File: src/rtl/bsg_imul_pkg.sv
// Shared types for the multiply dispatch front end: RISC-V M-ext funct codes,
// dispatch FSM states and the decoded multiplier control bundle.
package bsg_imul_pkg;

    typedef enum logic [1:0] {
        MUL    = 2'd0,
        MULH   = 2'd1,
        MULHSU = 2'd2,
        MULHU  = 2'd3
    } funct_e;

    typedef enum logic [1:0] {
        IDLE = 2'd0,
        BUSY = 2'd1,
        HOLD = 2'd2
    } state_e;

    typedef struct packed {
        logic signed_a;
        logic signed_b;
        logic gets_high;
    } mul_ctrl_s;

    function automatic mul_ctrl_s decode_funct(input funct_e funct);
        mul_ctrl_s ctrl;
        ctrl = '0;
        unique case (funct)
            MUL:    ctrl = '{signed_a: 1'b0, signed_b: 1'b0, gets_high: 1'b0};
            MULH:   ctrl = '{signed_a: 1'b1, signed_b: 1'b1, gets_high: 1'b1};
            MULHSU: ctrl = '{signed_a: 1'b1, signed_b: 1'b0, gets_high: 1'b1};
            MULHU:  ctrl = '{signed_a: 1'b0, signed_b: 1'b0, gets_high: 1'b1};
            default: ctrl = '0;
        endcase
        return ctrl;
    endfunction

endpackage

File: src/rtl/bsg_imul_req_fifo.sv
// Request FIFO for the multiply dispatcher. Head is read straight from storage,
// so an entry written at cycle t is visible at t+1; no enq/deq bypass when full.
module bsg_imul_req_fifo #(
    parameter int width_p = 8,
    parameter int els_p   = 4
) (
    input  logic                         clk_i,
    input  logic                         reset_n_i,
    input  logic                         enq_v_i,
    input  logic [width_p-1:0]           enq_data_i,
    input  logic                         deq_i,
    output logic [width_p-1:0]           deq_data_o,
    output logic [$clog2(els_p+1)-1:0]   count_o,
    output logic                         full_o,
    output logic                         empty_o
);

    localparam int ptr_width_lp   = $clog2(els_p);
    localparam int count_width_lp = $clog2(els_p+1);

    logic [width_p-1:0]        mem_q [els_p];
    logic [ptr_width_lp-1:0]   rd_ptr_q, rd_ptr_d;
    logic [ptr_width_lp-1:0]   wr_ptr_q, wr_ptr_d;
    logic [count_width_lp-1:0] count_q, count_d;
    logic                      enq, deq;

    function automatic logic [ptr_width_lp-1:0] bump(input logic [ptr_width_lp-1:0] ptr);
        return (ptr == ptr_width_lp'(els_p-1)) ? '0 : ptr + ptr_width_lp'(1);
    endfunction

    assign full_o     = (count_q == count_width_lp'(els_p));
    assign empty_o    = (count_q == '0);
    assign enq        = enq_v_i & ~full_o;
    assign deq        = deq_i & ~empty_o;
    assign count_o    = count_q;
    assign deq_data_o = mem_q[rd_ptr_q];

    always_comb begin
        rd_ptr_d = deq ? bump(rd_ptr_q) : rd_ptr_q;
        wr_ptr_d = enq ? bump(wr_ptr_q) : wr_ptr_q;
        count_d  = count_q + count_width_lp'(enq) - count_width_lp'(deq);
    end

    always_ff @(posedge clk_i) begin
        if (!reset_n_i) begin
            rd_ptr_q <= '0;
            wr_ptr_q <= '0;
            count_q  <= '0;
        end else begin
            rd_ptr_q <= rd_ptr_d;
            wr_ptr_q <= wr_ptr_d;
            count_q  <= count_d;
        end
    end

    for (genvar gi = 0; gi < els_p; gi++) begin : g_mem
        always_ff @(posedge clk_i) begin
            if (enq && (wr_ptr_q == ptr_width_lp'(gi))) begin
                mem_q[gi] <= enq_data_i;
            end
        end
    end

endmodule

File: src/rtl/bsg_imul_dispatch.sv
// Multiply dispatch front end: buffers tagged M-ext requests, issues them one at a
// time to an iterative multiplier and returns results in order on a valid/yumi port.
module bsg_imul_dispatch
    import bsg_imul_pkg::*;
#(
    parameter int width_p     = 32,
    parameter int tag_width_p = 4,
    parameter int els_p       = 4
) (
    input  logic                   clk_i,
    input  logic                   reset_n_i,
    input  logic                   v_i,
    output logic                   ready_and_o,
    input  logic [1:0]             funct_i,
    input  logic [width_p-1:0]     opA_i,
    input  logic [width_p-1:0]     opB_i,
    input  logic [tag_width_p-1:0] tag_i,
    output logic                   mul_v_o,
    input  logic                   mul_ready_and_i,
    output logic [width_p-1:0]     mul_opA_o,
    output logic [width_p-1:0]     mul_opB_o,
    output logic                   mul_signed_opA_o,
    output logic                   mul_signed_opB_o,
    output logic                   mul_gets_high_part_o,
    input  logic                   mul_v_i,
    input  logic [width_p-1:0]     mul_result_i,
    output logic                   mul_yumi_o,
    output logic                   v_o,
    output logic [width_p-1:0]     result_o,
    output logic [tag_width_p-1:0] tag_o,
    input  logic                   yumi_i
);

    localparam int req_width_lp   = 2 + 2*width_p + tag_width_p;
    localparam int count_width_lp = $clog2(els_p+1);

    logic [req_width_lp-1:0]   enq_data, head_data;
    logic [count_width_lp-1:0] fifo_count;
    logic                      fifo_full, fifo_empty, deq;
    logic                      count_unused;
    logic [1:0]                head_funct;
    logic [width_p-1:0]        head_a, head_b;
    logic [tag_width_p-1:0]    head_tag;
    mul_ctrl_s                 head_ctrl;

    state_e                 state_q, state_d;
    logic [width_p-1:0]     result_q, result_d;
    logic [tag_width_p-1:0] tag_q, tag_d;
    logic [tag_width_p-1:0] inflight_tag_q, inflight_tag_d;

    assign enq_data = {funct_i, opA_i, opB_i, tag_i};

    bsg_imul_req_fifo #(
        .width_p (req_width_lp),
        .els_p   (els_p)
    ) req_fifo (
        .clk_i      (clk_i),
        .reset_n_i  (reset_n_i),
        .enq_v_i    (v_i),
        .enq_data_i (enq_data),
        .deq_i      (deq),
        .deq_data_o (head_data),
        .count_o    (fifo_count),
        .full_o     (fifo_full),
        .empty_o    (fifo_empty)
    );

    assign count_unused = ^fifo_count;
    assign {head_funct, head_a, head_b, head_tag} = head_data;
    assign head_ctrl = decode_funct(funct_e'(head_funct));

    assign ready_and_o          = ~fifo_full;
    assign mul_opA_o            = head_a;
    assign mul_opB_o            = head_b;
    assign mul_signed_opA_o     = head_ctrl.signed_a;
    assign mul_signed_opB_o     = head_ctrl.signed_b;
    assign mul_gets_high_part_o = head_ctrl.gets_high;
    assign v_o                  = (state_q == HOLD);
    assign result_o             = result_q;
    assign tag_o                = tag_q;

    always_comb begin
        state_d        = state_q;
        result_d       = result_q;
        tag_d          = tag_q;
        inflight_tag_d = inflight_tag_q;
        deq            = 1'b0;
        mul_v_o        = 1'b0;
        mul_yumi_o     = 1'b0;
        unique case (state_q)
            IDLE: begin
                if (!fifo_empty) begin
                    // A zero operand makes every product half zero, so skip the multiplier.
                    if ((head_a == '0) || (head_b == '0)) begin
                        deq      = 1'b1;
                        result_d = '0;
                        tag_d    = head_tag;
                        state_d  = HOLD;
                    end else begin
                        mul_v_o = 1'b1;
                        if (mul_ready_and_i) begin
                            deq            = 1'b1;
                            inflight_tag_d = head_tag;
                            state_d        = BUSY;
                        end
                    end
                end
            end
            BUSY: begin
                mul_yumi_o = mul_v_i;
                if (mul_v_i) begin
                    result_d = mul_result_i;
                    tag_d    = inflight_tag_q;
                    state_d  = HOLD;
                end
            end
            HOLD: begin
                if (yumi_i) begin
                    state_d = IDLE;
                end
            end
            default: state_d = IDLE;
        endcase
    end

    always_ff @(posedge clk_i) begin
        if (!reset_n_i) begin
            state_q        <= IDLE;
            result_q       <= '0;
            tag_q          <= '0;
            inflight_tag_q <= '0;
        end else begin
            state_q        <= state_d;
            result_q       <= result_d;
            tag_q          <= tag_d;
            inflight_tag_q <= inflight_tag_d;
        end
    end

`ifdef FORMAL
    always_ff @(posedge clk_i) begin
        if (reset_n_i) begin
            assert (!v_o || (state_q == HOLD));
            assert (fifo_count <= count_width_lp'(els_p));
            assert (!mul_v_o || ((state_q == IDLE) && !fifo_empty));
        end
    end
`endif

endmodule

File: config.mk
export PLATFORM = sky130hd
export DESIGN_NAME = bsg_imul_dispatch
export DESIGN_NICKNAME = d
export VERILOG_FILES = /design/src/rtl/bsg_imul_pkg.sv /design/src/rtl/bsg_imul_req_fifo.sv /design/src/rtl/bsg_imul_dispatch.sv
export SDC_FILE = /design/constraint.sdc
export NUM_CORES = 1
export LEC_CHECK = 0
export BUFFER_PORTS_ARGS = -buffer_cell sky130_fd_sc_hd__buf_2
export CORE_MARGIN = 2
export CORE_UTILIZATION = 40
export CTS_CLUSTER_DIAMETER = 100
export CTS_CLUSTER_SIZE = 16
export DETAILED_ROUTE_END_ITERATION = 16
export PLACE_DENSITY_LB_ADDON = 0.25
export SLEW_MARGIN = 20
export SYNTH_ARGS = -nofsm -noshare
export SYNTH_HDL_FRONTEND = slang
export SYNTH_HIERARCHICAL = 1
export SYNTH_SLANG_ARGS = --single-unit
File: constraint.sdc
create_clock -name clk_i -period 4.2 [get_ports clk_i]
set_input_delay 0.21 -clock clk_i [delete_from_list [all_inputs] [get_ports clk_i]]
set_output_delay 0.21 -clock clk_i [all_outputs]
set_load 0.1 [all_outputs]
# --- Yosys cells after proc, flatten, opt, wreduce, memory -nomap -nowiden ---
# Memories as Yosys holds them, arrays and structs flattened. A register that Yosys moved wholly into a read port is not among the register bits.
# Cells that the tools add are included.
classes:
  muxes: 44
  mul: 0
  n_bitwise: 5
  div_mod_pow: 0
  n_eq_ne: 15
  n_reduce_logical: 18
  n_lt_le_gt_ge: 0
  add_sub_neg: 4
  shifts: 0
op_table:
  columns: ["operator", "count"]
  rows:
  - ["$mux W70", 3]
  - ["$reduce_or A70 Y1", 3]
  - ["$mux W32", 3]
  - ["$logic_not A32 Y1", 2]
  - ["$pmux W32 S2", 1]
  - ["$mux W2", 12]
  - ["$mux W1", 19]
  - ["$eq A2 B2 Y1 const B", 6]
  - ["$mux W4", 3]
  - ["$pmux W3 S4", 1]
  - ["$reduce_and A4 Y1", 3]
  - ["$pmux W4 S2", 1]
  - ["$eq A2 B1 Y1 const B", 3]
  - ["$logic_not A2 Y1", 3]
  - ["$ne A2 B2 Y1 const B", 3]
  - ["$pmux W2 S3", 1]
  - ["$add A2 B1 Y2 const B", 2]
  - ["$logic_and A1 B1 Y1", 4]
  - ["$add A3 B1 Y3", 1]
  - ["$eq A3 B3 Y1 const B", 1]
  - ["$logic_not A3 Y1", 1]
  - ["$ne A3 B3 Y1 const B", 1]
  - ["$not A1 Y1", 3]
  - ["$sub A3 B1 Y3", 1]
  - ["other kinds (4)", 5]
word_totals:
  inputBits: 108
  mem_count: 1
  romBits: 0
  ramBits: 280
  register_bits: 49
  elab_cells: 94
  latchBits: 0
  output_inout_bits: 107
mem_list:
  columns: ["memory", "depth", "word_bits", "read_ports", "rd_clocked_by_memory_dff", "wr", "line", "source"]
  rows:
  - ["req_fifo.mem_q", 4, 70, 1, 1, 1, "bsg_imul_req_fifo.sv:21", "logic [width_p-1:0] mem_q [els_p];"]

# --- Longest topological paths before layout ---
# Gate-level depths: netlist (run 1).
depth:
  ltp_word: 10
  mapped_depth: 17
  depth_no_buf: 15

# --- Hierarchy ---
# The synthesis (run 1) kept the hierarchy.
by_module_without_submodules:
  columns: ["mod", "n_inst", "area_per_inst_um2", "cells_per_inst", "seq_area_each_um2"]
  rows:
  - ["bsg_imul_req_fifo", 1, 10656.5, 418, 8588.2]
  - ["bsg_imul_dispatch", 1, 1896.8, 229, 840.8]

# --- Least setup slack after synthesis (run 1) ---
# Ideal clock, no wire load.
synth_timing:
  path_kind: "register -> output"
  startpoint: "register with a tool-made name"
  endpoint: "output mul_v_o"
  t_required_ns: 3.990
  path_buffers: 2
  path_slack_ns: -0.497
  path_stages_with_launch: 8
  arrival_ns: 4.487
  path_cell_list: "dfxtp_1 > buf_6 > buf_12 > mux4_2 > nor4_1 > nand4_1 > o22ai_1 > nor4_1"
synth_rtl:
  columns: ["item", "line", "source"]
  rows:
  - ["end: declaration", "bsg_imul_dispatch.sv:18", "output logic mul_v_o,"]

==> impl_results.md, run 1 <==
* RSZ-0062 raised after global routing: false
* Type of element capturing the critical path: flip-flop
* Max Buffers Root-to-Sink at 3
* Starting utilization of the core area at 40.8%
* Global-route wire length before repair at approximately 40 mm
* Number of nets at the end of the flow at 1099
* Total congestion overflow after global routing at 0
* Compound-gate portion of the synthesized area at around 4%
* Fraction of registers with async set or reset after synthesis at 0%
* Sinks on Clock Net at ~330
* Share of synthesized area spent on multiplexers at between 10% and 20%
* Area share of fa/ha/maj cells after synthesis at 1.06%
* Initial antenna violation count at 2
* Avg Vias per Cell at roughly 5.0
* GRT met2 Usage at between 20% and 30%
* Highest-delay cell along the critical path: sky130_fd_sc_hd__mux4_2
* Clock root buffer: sky130_fd_sc_hd__clkbuf_16
* Max-slew headroom at roughly 41%
* Minimum clock period after layout at between 3000 and 4000 ps
* Maximum clock skew at final layout at roughly 24 ps
* Simple-gate area share of the yosys netlist at 3.72%
* Max Cap Viol at 0
* Xor and xnor fraction of the mapped netlist area at 0.140%
* CP delay by family, top: simple AND/OR/NAND/NOR gates
* Fillers at between 2000 and 3000
* Worst Max-Slew Pin Slew at approximately 880 ps
* Number of synthesized flops with an enable pin at 280
* Pre-CTS worst setup slack at 80.4 ps
* Top Ports at 215
* Utilization of the core after routing at roughly half
* Most used flip-flop cell after synthesis: sky130_fd_sc_hd__edfxtp_1
* CP startpoint kind: flip-flop
* Overall die area at around 0.033 mm2
* Routing usage on met3 at 4.29%
* Number of global-route vias before repair at slightly above 7000
* Final critical-path share of the clock period at 92.3%
* Peak Freq at between 200 and 300 MHz
* Y dimension of the die at 181 um
* M1 GR Usage at between 20% and 30%
* Number of buffers added on ports at between 200 and 250
* Worst IR Drop VDD at 0.516 mV
* Most frequent cell on the critical path: sky130_fd_sc_hd__inv_1
* Pre-antenna DRT Iters at 4
* Yosys reg bits at between 300 and 400
* Synthesized netlist cell count at between 600 and 700
* Placement row count at 64
* Clock network latency to the later pin of the worst-skew pair at 550 ps
* Number of pins with negative max-slew slack in the final report at 0
* Average cell area after synthesis at slightly below 20 um2
* CORE AREA at around 0.03 mm2
* Count of final hold-check violations at 0
* Synth Net Count at 765
* Delay of the slowest critical-path stage at between 500 and 600 ps
* Post-detailed-placement half-perimeter wirelength at 17.0 mm
* Number of DRC markers after the initial detailed-route iteration at 341
* Type of the worst setup path: flip-flop to flip-flop
* Proportion of layout cells with a drive suffix above 1 at about a third
* Placer congestion estimate at between 0.7 and 0.8
* Most frequent cells in the layout: 280 x sky130_fd_sc_hd__edfxtp_1, 214 x sky130_fd_sc_hd__buf_2, 104 x sky130_fd_sc_hd__dlygate4sd3_1
* CP Max Fanout at 14
* GRT Max-Usage Layer: met2
* Combined buffer and inverter count along the critical path at 4
* Routed Wire Length at 26.8 mm
* Critical Path RT at 4640 ps
* Classification of the worst-slack hold path: input port to flip-flop
* Cells along the critical path: buf_12 -> mux4_2 -> nor4_1 -> nand4_1 -> o22ai_2 -> o21a_1 -> o31ai_1 -> inv_1 -> ha_1 -> inv_1 -> ha_1 -> inv_1 -> fa_1 -> xnor2_1 -> xnor2_1 -> and2_1
* CTS tree: done
* Count of different cell masters after synthesis at 31
* Total via count in the routed design at just under 7000
* Area grow syn2layout at 27.3%
* Synthesis Warnings at 6
* Final Hold Slack at 131 ps
* Summed negative setup slack over all endpoints at 0 ps
* Maximum level of the CTS H-tree at 1
* Most common library cell in the layout ignoring fill and taps: sky130_fd_sc_hd__edfxtp_1
* Area of the mapped netlist at roughly 0.013 mm2
* Total track usage at approximately 16%
* Number of buffers inserted during clock tree synthesis at 24
* Remaining antenna violation count at 0
* Pin count of the biggest net entering global routing at between 50 and 60
* Die Wd at ~180 um
* Post-detailed-route wirelength per cell at slightly below 20 um
* Outcome: completed
* Clock transition at the register clock pins on the worst setup and hold paths after CTS at roughly 70 ps
* Residual DRC at 0
* Setup Viol. Count Final at 0
* Largest family of logic cells by synthesized area: multiplexers
* Arrival time at the worst endpoint at 4310 ps
* P per Cell Area at 632 mW/mm2
* Final worst-path setup slack at approximately 320 ps
* Share of synthesized area occupied by flip-flops and latches at about 75%
* Static Leakage at about 0.0056 uW
## metal layers
metal  wire length (um)  vias up
met1              11500     3453
li1                   -     3245
met2              12900      206
met3               1900       34
met4                513        2
met5                 13        -
## layout make-up
type | instances | area (um2) | share of cell area, %
clock inverter | 3 | 77.6 | 0.485
clock buffer | 40 | 661 | 4.13
sequential | 331 | 9440 | 59.0
antenna | 1 | 2.50 | 0.0157
timing repair buffer | 343 | 2390 | 14.9
tap | 396 | 495 | 3.10
inverter | 12 | 45.0 | 0.282
multi-input combinational | 269 | 2880 | 18.0
## worst min-delay path: stages
cell                      delay [ps]
sky130_fd_sc_hd__buf_2           110
sky130_fd_sc_hd__nand2_1          50
sky130_fd_sc_hd__nor2_1          110
sky130_fd_sc_hd__mux2i_1         140
## synthesized netlist by cell type (3+ instances only)
cell type	n	share of area [%]
sky130_fd_sc_hd__o21ai_0	39	1.6
sky130_fd_sc_hd__edfxtp_1	280	67
sky130_fd_sc_hd__clkbuf_1	14	0.42
sky130_fd_sc_hd__a21boi_1	24	1.4
sky130_fd_sc_hd__nor2b_1	4	0.20
sky130_fd_sc_hd__buf_2	10	0.40
sky130_fd_sc_hd__o21a_1	3	0.18
sky130_fd_sc_hd__inv_1	12	0.36
sky130_fd_sc_hd__buf_12	7	1.1
sky130_fd_sc_hd__nand2_1	48	1.4
sky130_fd_sc_hd__mux4_2	70	13
sky130_fd_sc_hd__ha_1	9	0.90
sky130_fd_sc_hd__nor4_1	17	0.85
sky130_fd_sc_hd__a21boi_0	12	0.72
sky130_fd_sc_hd__dfxtp_1	51	8.1
sky130_fd_sc_hd__and2_1	6	0.30
sky130_fd_sc_hd__or3_1	4	0.20
sky130_fd_sc_hd__mux2i_1	10	0.80
sky130_fd_sc_hd__nor2_1	6	0.18
sky130_fd_sc_hd__nand4_1	4	0.20
## flip-flops by register name, indices dropped and copies added, names as in the netlist, named ones only
signal	count
req_fifo/mem_q	280
tag_o	4
req_fifo/count_o	3
result_o	32
state_q	2
req_fifo/rd_ptr_q	2
inflight_tag_q	4
req_fifo/wr_ptr_q	2
## through the flow
step                      total power, uW  area (um2)  instances
after floorplan                      7210       12600        647
after global placement               7850       14100       1243
after detailed placement             7860       14100       1243
after CTS                           10200       15900       1390
after global routing                10500       16000       1394
final                               10100       16000       1395
## logic make-up (layout without fill, tap and decap cells)
group / Yosys count / count (layout)
compound gates: 81 / 81
fa+ha+maj: 10 / 10
flops: 331 / 331
other cells: 0 / 1
mux: 80 / 80
xor+xnor: 2 / 2
buf+inv: 47 / 398
simple gates: 96 / 96
## worst paths after layout
check,startpoint,to,slack [ps],cells after the start
worst max-delay path,flip-flop,req_fifo/count_o[2]$_SDFF_PN0_,320,16
worst min-delay path,mul_ready_and_i,inflight_tag_q[0]$_SDFFE_PN0P_,130,4
worst max register to register,flip-flop,req_fifo/count_o[2]$_SDFF_PN0_,320,16
worst min register to register,inflight_tag_q[0]$_SDFFE_PN0P_,inflight_tag_q[0]$_SDFFE_PN0P_,460,2
## power by group
part	switching, uW	internal, uW
clock	1080	1170
sequential	121	3930
combinational	2920	879
## repair_timing
action	CTS	global route
endpoints found under the hold margin	314	0
setup endpoints to repair	0	1
hold buffers	104	0
gates resized for setup	0	8
buffers inserted	0	4
(Power assumes the default switching activity.)
==> run 2, diff against run 1 <==
--- a/config.mk
+++ b/config.mk
@@ -8,10 +8,12 @@
 export BUFFER_PORTS_ARGS = -buffer_cell sky130_fd_sc_hd__buf_2
 export CORE_MARGIN = 2
 export CORE_UTILIZATION = 40
+export CTS_BUF_LIST = sky130_fd_sc_hd__clkbuf_8 sky130_fd_sc_hd__clkbuf_16
 export CTS_CLUSTER_DIAMETER = 100
 export CTS_CLUSTER_SIZE = 16
 export DETAILED_ROUTE_END_ITERATION = 16
 export PLACE_DENSITY_LB_ADDON = 0.25
+export RECOVER_POWER = 50
 export SLEW_MARGIN = 20
 export SYNTH_ARGS = -nofsm -noshare
 export SYNTH_HDL_FRONTEND = slang
==> run 2 against run 1 <==
Effect of this change:
- the flow now finishes with violations (capacitance limit, slew limit)
- sequential power is essentially flat
- register-to-register slack about the same
- global-route usage unchanged
- clock-buffer cell count fell by 16
- clock power down 2%
- cell area shrank 0.91%
- largest power group unchanged
==> impl_results.md, run 2 (synthesized netlist as in run 1, its figures left out) <==
* Area grow syn2layout at 26.2% (was 27.3%)
* Top Ports at 215 (unchanged)
* Clock transition at the register clock pins on the worst setup and hold paths after CTS at 70 ps (about the same)
* P per Cell Area at 635 mW/mm2 (was 632 mW/mm2)
* Overall die area at 0.0328 mm2 (unchanged)
* Die Wd at 181 um (unchanged)
* Setup Viol. Count Final at 0 (unchanged)
* Placement row count at 64 (unchanged)
* Sw frac at 41.0% (was 40.8%)
* Arrival time at the worst endpoint at 4300 ps (was 4310 ps)
* Register with the most flip-flops: req_fifo/mem_q (unchanged)
* Total congestion overflow after global routing at 0 (unchanged)
* Number of buffers added on ports at 214 (unchanged)
* Starting utilization of the core area at 40.8% (unchanged)
* Most frequent cells in the layout: 280 x sky130_fd_sc_hd__edfxtp_1, 108 x sky130_fd_sc_hd__clkbuf_1, 106 x sky130_fd_sc_hd__buf_2 (was 280 x sky130_fd_sc_hd__edfxtp_1, 214 x sky130_fd_sc_hd__buf_2, 104 x sky130_fd_sc_hd__dlygate4sd3_1)
* Final worst-path setup slack at 337 ps (was 323 ps)
* Final critical-path share of the clock period at 92.0% (was 92.3%)
* Clock group share of total power at 22.0% (was 22.3%)
* Routed Wire Length at 27.0 mm (was 26.8 mm)
* Post-detailed-route wirelength per cell at 19.4 um (was 19.2 um)
* Minimum clock period after layout at 3860 ps (was 3880 ps)
* Count of final hold-check violations at 0 (unchanged)
* Total track usage at 16.1% (unchanged)
* CORE AREA at 0.0307 mm2 (unchanged)
* Sinks on Clock Net at 331 (unchanged)
* Cell internal pwr at 5930 uW (was 5990 uW)
* Residual DRC at 0 (unchanged)
* Initial antenna violation count at 2 (unchanged)
* CP Max Fanout at 14 (unchanged)
* Y dimension of the die at 181 um (unchanged)
* Combinational power share at 37.6% (about the same)
* Clock network latency to the later pin of the worst-skew pair at 550 ps (about the same)
* Summed negative setup slack over all endpoints at 0 ps (unchanged)
* Power spent charging and discharging nets at 4130 uW (was 4120 uW)
* Number of pins with negative max-slew slack in the final report at 54 (was 0)
* Avg Vias per Cell at 4.98 (was 4.97)
* Type of the worst setup path: flip-flop to flip-flop (unchanged)
* CP startpoint kind: flip-flop (unchanged)
* Maximum clock skew at final layout at 24.5 ps (was 24.0 ps)
* Peak Freq at 259 MHz (was 258 MHz)
* CTS tree: done (unchanged)
* Type of element capturing the critical path: flip-flop (unchanged)
* Static Leakage at 0.00532 uW (was 0.00561 uW)
* Violations in the final reports: capacitance limit, slew limit
* Number of buffers inserted during clock tree synthesis at 24 (unchanged)
* Worst Max-Slew Pin Slew at 2320 ps (was 882 ps)
* Placer congestion estimate at 0.719 (unchanged)
* Pin count of the biggest net entering global routing at 58 (unchanged)
* Worst IR Drop VDD at 0.544 mV (was 0.516 mV)
* Critical Path RT at 4640 ps (about the same)
* Pre-antenna DRT Iters at 6 (was 4)
* Number of nets at the end of the flow at 1099 (unchanged)
* Outcome: finished, violations left (was completed)
* Largest register FFs at 280 (unchanged)
* Global-route wire length before repair at 41.0 mm (unchanged)
* Remaining antenna violation count at 0 (unchanged)
* Classification of the worst-slack hold path: input port to flip-flop (unchanged)
* Max-slew headroom at -55.0% (was 41.2%)
* Post-detailed-placement half-perimeter wirelength at 17.0 mm (unchanged)
* Proportion of layout cells with a drive suffix above 1 at 24.1% (was 35.3%)
* Relative contribution of sequential cells to total power at 40.4% (was 40.1%)
* Max Cap Viol at 2 (was 0)
* Most common library cell in the layout ignoring fill and taps: sky130_fd_sc_hd__edfxtp_1 (unchanged)
* RSZ-0062 raised after global routing: false (unchanged)
* Clock root buffer: sky130_fd_sc_hd__clkbuf_16 (unchanged)
* Number of global-route vias before repair at 7137 (unchanged)
* Maximum level of the CTS H-tree at 1 (unchanged)
* Number of DRC markers after the initial detailed-route iteration at 382 (was 341)
* Max Buffers Root-to-Sink at 3 (unchanged)
* Total via count in the routed design at 6948 (was 6940)
* Pre-CTS worst setup slack at 80.4 ps (unchanged)
-- run 2: cell types whose count changed in the layout (fill, tap and decap cells not counted), sizes merged --
cell and change:
inv +16, buf -108, clkbuf +92
-- run 2: power groups by stage --
stage	combinational, uW	sequential [uW]	clock [uW]
final	3780	4060	2210
after global routing	3970	4090	2420
after CTS	3800	4060	2300
after detailed placement	3720	4140	0
after global placement	3720	4130	0
after floorplan	2900	4310	0
-- run 2: worst max-delay path: stages (launching register included) --
cell	delay, ps
sky130_fd_sc_hd__dfxtp_4	460
sky130_fd_sc_hd__buf_12	200
sky130_fd_sc_hd__mux4_2	530
sky130_fd_sc_hd__nor4_1	430
sky130_fd_sc_hd__nand4_1	280
sky130_fd_sc_hd__o22ai_2	250
sky130_fd_sc_hd__o21a_1	130
sky130_fd_sc_hd__o31ai_1	120
sky130_fd_sc_hd__inv_1	80
sky130_fd_sc_hd__ha_1	220
sky130_fd_sc_hd__inv_1	60
sky130_fd_sc_hd__ha_1	130
sky130_fd_sc_hd__inv_1	50
sky130_fd_sc_hd__fa_1	400
sky130_fd_sc_hd__xnor2_1	140
sky130_fd_sc_hd__xnor2_1	120
sky130_fd_sc_hd__and2_1	150
-- run 2: worst paths after layout --
check / from / to / slack [ps] / cells past startpoint
worst max-delay path: flip-flop / req_fifo/count_o[2]$_SDFF_PN0_ / 340 / 16
worst min-delay path: mul_ready_and_i / inflight_tag_q[0]$_SDFFE_PN0P_ / 130 / 4
worst max register to register: flip-flop / req_fifo/count_o[2]$_SDFF_PN0_ / 340 / 16
worst min register to register: inflight_tag_q[0]$_SDFFE_PN0P_ / inflight_tag_q[0]$_SDFFE_PN0P_ / 460 / 2
-- run 2: repair_timing --
| action | 4_1_cts | 5_1_grt |
|---|---|---|
| buffers inserted | 0 | 4 |
| hold endpoints to repair | 314 | 0 |
| resized for setup | 0 | 8 |
| hold buffers | 104 | 0 |
| endpoints found under the setup margin | 0 | 1 |
-- run 2: area by class of cell --
cell class,instances,area (um2)
clock buffer,24,601
fill,2585,14900
timing repair buffer,343,2250
antenna,1,2.50
clock inverter,19,138
sequential,331,9440
inverter,12,45.0
multi-input combinational,269,2870
tap,396,495
-- run 2: metal layers --
layer / GRT usage, % / part of all wire [%] / wire [um] / vias up
li1: - / - / - / 3242
met1: 21.0 / 43 / 11700 / 3476
met2: 27.2 / 48 / 12900 / 196
met3: 4.29 / 6.9 / 1850 / 32
met4: 3.35 / 1.9 / 505 / 2
met5: 0 / 0.048 / 13 / -
-- run 2: stage by stage --
step                      util, %  hold slack, ps  cells  power (uW)  instance area, um2
after floorplan                 -             309    647        7210               12600
after global placement       45.9             427   1243        7850               14100
after global routing         51.5             144   1394       10500               15800
after CTS                    51.7             121   1390       10200               15900
after detailed placement     45.9             427   1243        7860               14100
final                        51.5             130   1395       10100               15800
==> run 3, diff against run 2 <==
--- a/config.mk
+++ b/config.mk
@@ -6,6 +6,7 @@
 export NUM_CORES = 1
 export LEC_CHECK = 0
 export BUFFER_PORTS_ARGS = -buffer_cell sky130_fd_sc_hd__buf_2
+export CORE_ASPECT_RATIO = 0.75
 export CORE_MARGIN = 2
 export CORE_UTILIZATION = 40
 export CTS_BUF_LIST = sky130_fd_sc_hd__clkbuf_8 sky130_fd_sc_hd__clkbuf_16
==> run 3 against run 2 <==
Effect of this change:
- the run still ends with capacitance limit, slew limit left
- register-to-register slack got worse by 60 ps
- sequential power about the same
- die area about the same
- utilization decreased by 1.1 points
- maximum frequency decreased by 1.5%
- setup slack got worse by 60 ps
- sequential share of layout area increased by 0.57 points
- power decreased by 1.2%
- final cell count increased by 0.50%
- largest cell class unchanged
- critical endpoint unchanged
- non-clock buffer count decreased by 4
==> impl_results.md, run 3 (synthesized netlist as in run 1, its figures left out) <==
* Proportion of layout cells with a drive suffix above 1 at 23.3% (was 24.1%)
* Avg Vias per Cell at 5.04 (was 4.98)
* Number of global-route vias before repair at 7239 (was 7137)
* Outcome: finished, violations left (unchanged)
* Top Ports at 215 (unchanged)
* Area grow syn2layout at 25.0% (was 26.2%)
* Combinational power share at 37.8% (was 37.6%)
* Largest register FFs at 280 (unchanged)
* Peak Freq at 255 MHz (was 259 MHz)
* Most frequent cell on the critical path: sky130_fd_sc_hd__inv_1 (unchanged)
* Max Cap Viol at 3 (was 2)
* Max Buffers Root-to-Sink at 3 (unchanged)
* Global-route wire length before repair at 42.0 mm (was 41.0 mm)
* Violations in the final reports: capacitance limit, slew limit (unchanged)
* Routed Wire Length at 27.6 mm (was 27.0 mm)
* Maximum clock skew at final layout at 17.0 ps (was 24.5 ps)
* R2r worst-path depth at 16 (unchanged)
* Maximum level of the CTS H-tree at 1 (unchanged)
* Starting utilization of the core area at 40.4% (was 40.8%)
* Summed negative setup slack over all endpoints at 0 ps (unchanged)
* Placer congestion estimate at 0.746 (was 0.719)
* Type of the worst setup path: flip-flop to flip-flop (unchanged)
* Placed Cells at 1253 (was 1243)
* Reg2Reg Setup Slack at 280 ps (was 340 ps)
* Sw frac at 41.6% (was 41.0%)
* Minimum clock period after layout at 3920 ps (was 3860 ps)
* Pin count of the biggest net entering global routing at 58 (unchanged)
* Clock network latency to the later pin of the worst-skew pair at 540 ps (was 550 ps)
* P per Cell Area at 633 mW/mm2 (was 635 mW/mm2)
* Critical Path RT at 4630 ps (was 4640 ps)
* Clock group share of total power at 21.4% (was 22.0%)
* Total congestion overflow after global routing at 0 (unchanged)
* Classification of the worst-slack hold path: input port to flip-flop (unchanged)
* Overall die area at 0.0328 mm2 (about the same)
* CTS tree: done (unchanged)
* Total via count in the routed design at 7068 (was 6948)
* Number of pins with negative max-slew slack in the final report at 112 (was 54)
* Cell internal pwr at 5810 uW (was 5930 uW)
* Worst IR Drop VDD at 0.459 mV (was 0.544 mV)
* Endpoint with the worst hold slack: state_q[0]$_SDFFE_PN0P_ (was inflight_tag_q[0]$_SDFFE_PN0P_)
* Y dimension of the die at 157 um (was 181 um)
* Clock root buffer: sky130_fd_sc_hd__clkbuf_16 (unchanged)
* Sinks on Clock Net at 331 (unchanged)
* Number of DRC markers after the initial detailed-route iteration at 477 (was 382)
* Cells along the critical path: buf_12 -> mux4_2 -> nor4_1 -> nand4_1 -> o22ai_1 -> o21a_1 -> o31ai_1 -> inv_1 -> ha_1 -> inv_1 -> ha_1 -> inv_1 -> fa_1 -> xnor2_1 -> xnor2_1 -> and2_1 (was buf_12 -> mux4_2 -> nor4_1 -> nand4_1 -> o22ai_2 -> o21a_1 -> o31ai_1 -> inv_1 -> ha_1 -> inv_1 -> ha_1 -> inv_1 -> fa_1 -> xnor2_1 -> xnor2_1 -> and2_1)
* Residual DRC at 0 (unchanged)
* Setup Viol. Count Final at 0 (unchanged)
* Max-slew headroom at -49.4% (was -55.0%)
* Utilization of the core after routing at 50.4% (was 51.5%)
* Delay of the slowest critical-path stage at 560 ps (was 530 ps)
* Final Hold Slack at 23.3 ps (was 130 ps)
* Clock transition at the register clock pins on the worst setup and hold paths after CTS at 80 ps (was 70 ps)
* Remaining antenna violation count at 0 (unchanged)
* Total power consumption of the routed design at 9940 uW (was 10100 uW)
* Highest-delay cell along the critical path: sky130_fd_sc_hd__mux4_2 (unchanged)
* Number of nets at the end of the flow at 1095 (was 1099)
* Worst hold path stage count at 3 (was 4)
* RSZ-0062 raised after global routing: false (unchanged)
* Arrival time at the worst endpoint at 4350 ps (was 4300 ps)
* Final critical-path share of the clock period at 93.4% (was 92.0%)
* Relative contribution of sequential cells to total power at 40.8% (was 40.4%)
* Post-detailed-placement half-perimeter wirelength at 17.4 mm (was 17.0 mm)
* Worst Max-Slew Pin Slew at 2240 ps (was 2320 ps)
* Most frequent cells in the layout: 280 x sky130_fd_sc_hd__edfxtp_1, 108 x sky130_fd_sc_hd__clkbuf_1, 106 x sky130_fd_sc_hd__buf_2 (unchanged)
* Register with the most flip-flops: req_fifo/mem_q (unchanged)
* Number of buffers inserted during clock tree synthesis at 24 (unchanged)
* Pre-antenna DRT Iters at 4 (was 6)
* Most common library cell in the layout ignoring fill and taps: sky130_fd_sc_hd__edfxtp_1 (unchanged)
* Total track usage at 16.6% (was 16.1%)
* CP Max Fanout at 27 (was 14)
* CP delay by family, top: simple AND/OR/NAND/NOR gates (unchanged)
* Post-detailed-route wirelength per cell at 19.7 um (was 19.4 um)
* Die Wd at 209 um (was 181 um)
* Cell Count, Final, Fillers Out at 1402 (was 1395)
* Hold path startpoint: mul_v_i (was mul_ready_and_i)
* Static Leakage at 0.00526 uW (was 0.00532 uW)
* Power spent charging and discharging nets at 4130 uW (about the same)
* Placement row count at 56 (was 64)
* Count of final hold-check violations at 0 (unchanged)
* Type of element capturing the critical path: flip-flop (unchanged)
* CORE AREA at 0.0311 mm2 (was 0.0307 mm2)
* Initial antenna violation count at 1 (was 2)
* Number of buffers added on ports at 214 (unchanged)
* Combined buffer and inverter count along the critical path at 4 (unchanged)
* CP startpoint kind: flip-flop (unchanged)
* Critical register-to-register path endpoint: req_fifo/count_o[2]$_SDFF_PN0_ (unchanged)
[run 3: cell types whose count changed in the layout (fill, tap and decap cells not counted), sizes merged]
cell	before	now
clkinvlp	0	1
buf	131	128
inv	28	30
bufinv	2	0
dlygate4sd3	104	103
[run 3: power by group through the flow]
| stage | registers (uW) | clock network [uW] | logic, uW |
|---|---|---|---|
| 3_3_place_gp | 4110 | 0 | 3720 |
| 5_1_grt | 4090 | 2310 | 3930 |
| 3_5_place_dp | 4120 | 0 | 3730 |
| 4_1_cts | 4050 | 2180 | 3810 |
| 2_1_floorplan | 4310 | 0 | 2900 |
| 6_report | 4050 | 2120 | 3760 |
[run 3: area by class of cell]
cell class / count / area, um2
diodes: 1 / 2.50
clock buffers: 24 / 601
clock inverters: 20 / 91.3
fillers: 2639 / 15400
inverters: 12 / 45.0
multi-input cells: 269 / 2830
flip-flops and latches: 331 / 9440
well taps: 406 / 508
repair buffers: 339 / 2170
[run 3: repair_timing]
action	CTS	global route
setup buffers	0	1
hold buffers	103	0
endpoints found under the setup margin	0	1
gates resized for setup	0	4
endpoints found under the hold margin	313	0
[run 3: per-stage QoR]
step | cell area [um2] | worst slack [ps]
final | 15700 | 277
after global routing | 15700 | 4.54
after CTS | 15800 | 141
after detailed placement | 14100 | 157
after global placement | 14100 | 207
after floorplan | 12600 | 393
[run 3: worst register-to-register path, cell delays in order, from the launching register on]
cell and delay [ps]:
sky130_fd_sc_hd__dfxtp_4 390, sky130_fd_sc_hd__buf_12 240, sky130_fd_sc_hd__mux4_2 580, sky130_fd_sc_hd__nor4_1 390, sky130_fd_sc_hd__nand4_1 270, sky130_fd_sc_hd__o22ai_1 280, sky130_fd_sc_hd__o21a_1 140, sky130_fd_sc_hd__o31ai_1 130
sky130_fd_sc_hd__inv_1 90, sky130_fd_sc_hd__ha_1 220, sky130_fd_sc_hd__inv_1 60, sky130_fd_sc_hd__ha_1 130, sky130_fd_sc_hd__inv_1 50, sky130_fd_sc_hd__fa_1 420, sky130_fd_sc_hd__xnor2_1 150, sky130_fd_sc_hd__xnor2_1 120
sky130_fd_sc_hd__and2_1 150
[run 3: routing by layer]
| layer | GRT usage (%) | vias to the layer above | routed length [um] |
|---|---|---|---|
| li1 | - | 3243 | - |
| met4 | 3.84 | 0 | 468 |
| met1 | 23.6 | 3636 | 12900 |
| met5 | 0 | - | 0 |
| met2 | 26.6 | 157 | 12900 |
| met3 | 3.53 | 32 | 1370 |
[run 3: worst max-delay path by stage]
stage,cells past startpoint,from,endpoint
floorplan,17,flip-flop,req_fifo/count_o[2]$_SDFF_PN0_
global placement,16,flip-flop,req_fifo/count_o[2]$_SDFF_PN0_
detailed placement,16,flip-flop,req_fifo/count_o[2]$_SDFF_PN0_
CTS,16,flip-flop,req_fifo/count_o[2]$_SDFF_PN0_
global route,16,flip-flop,req_fifo/count_o[2]$_SDFF_PN0_
finish,16,flip-flop,req_fifo/count_o[2]$_SDFF_PN0_
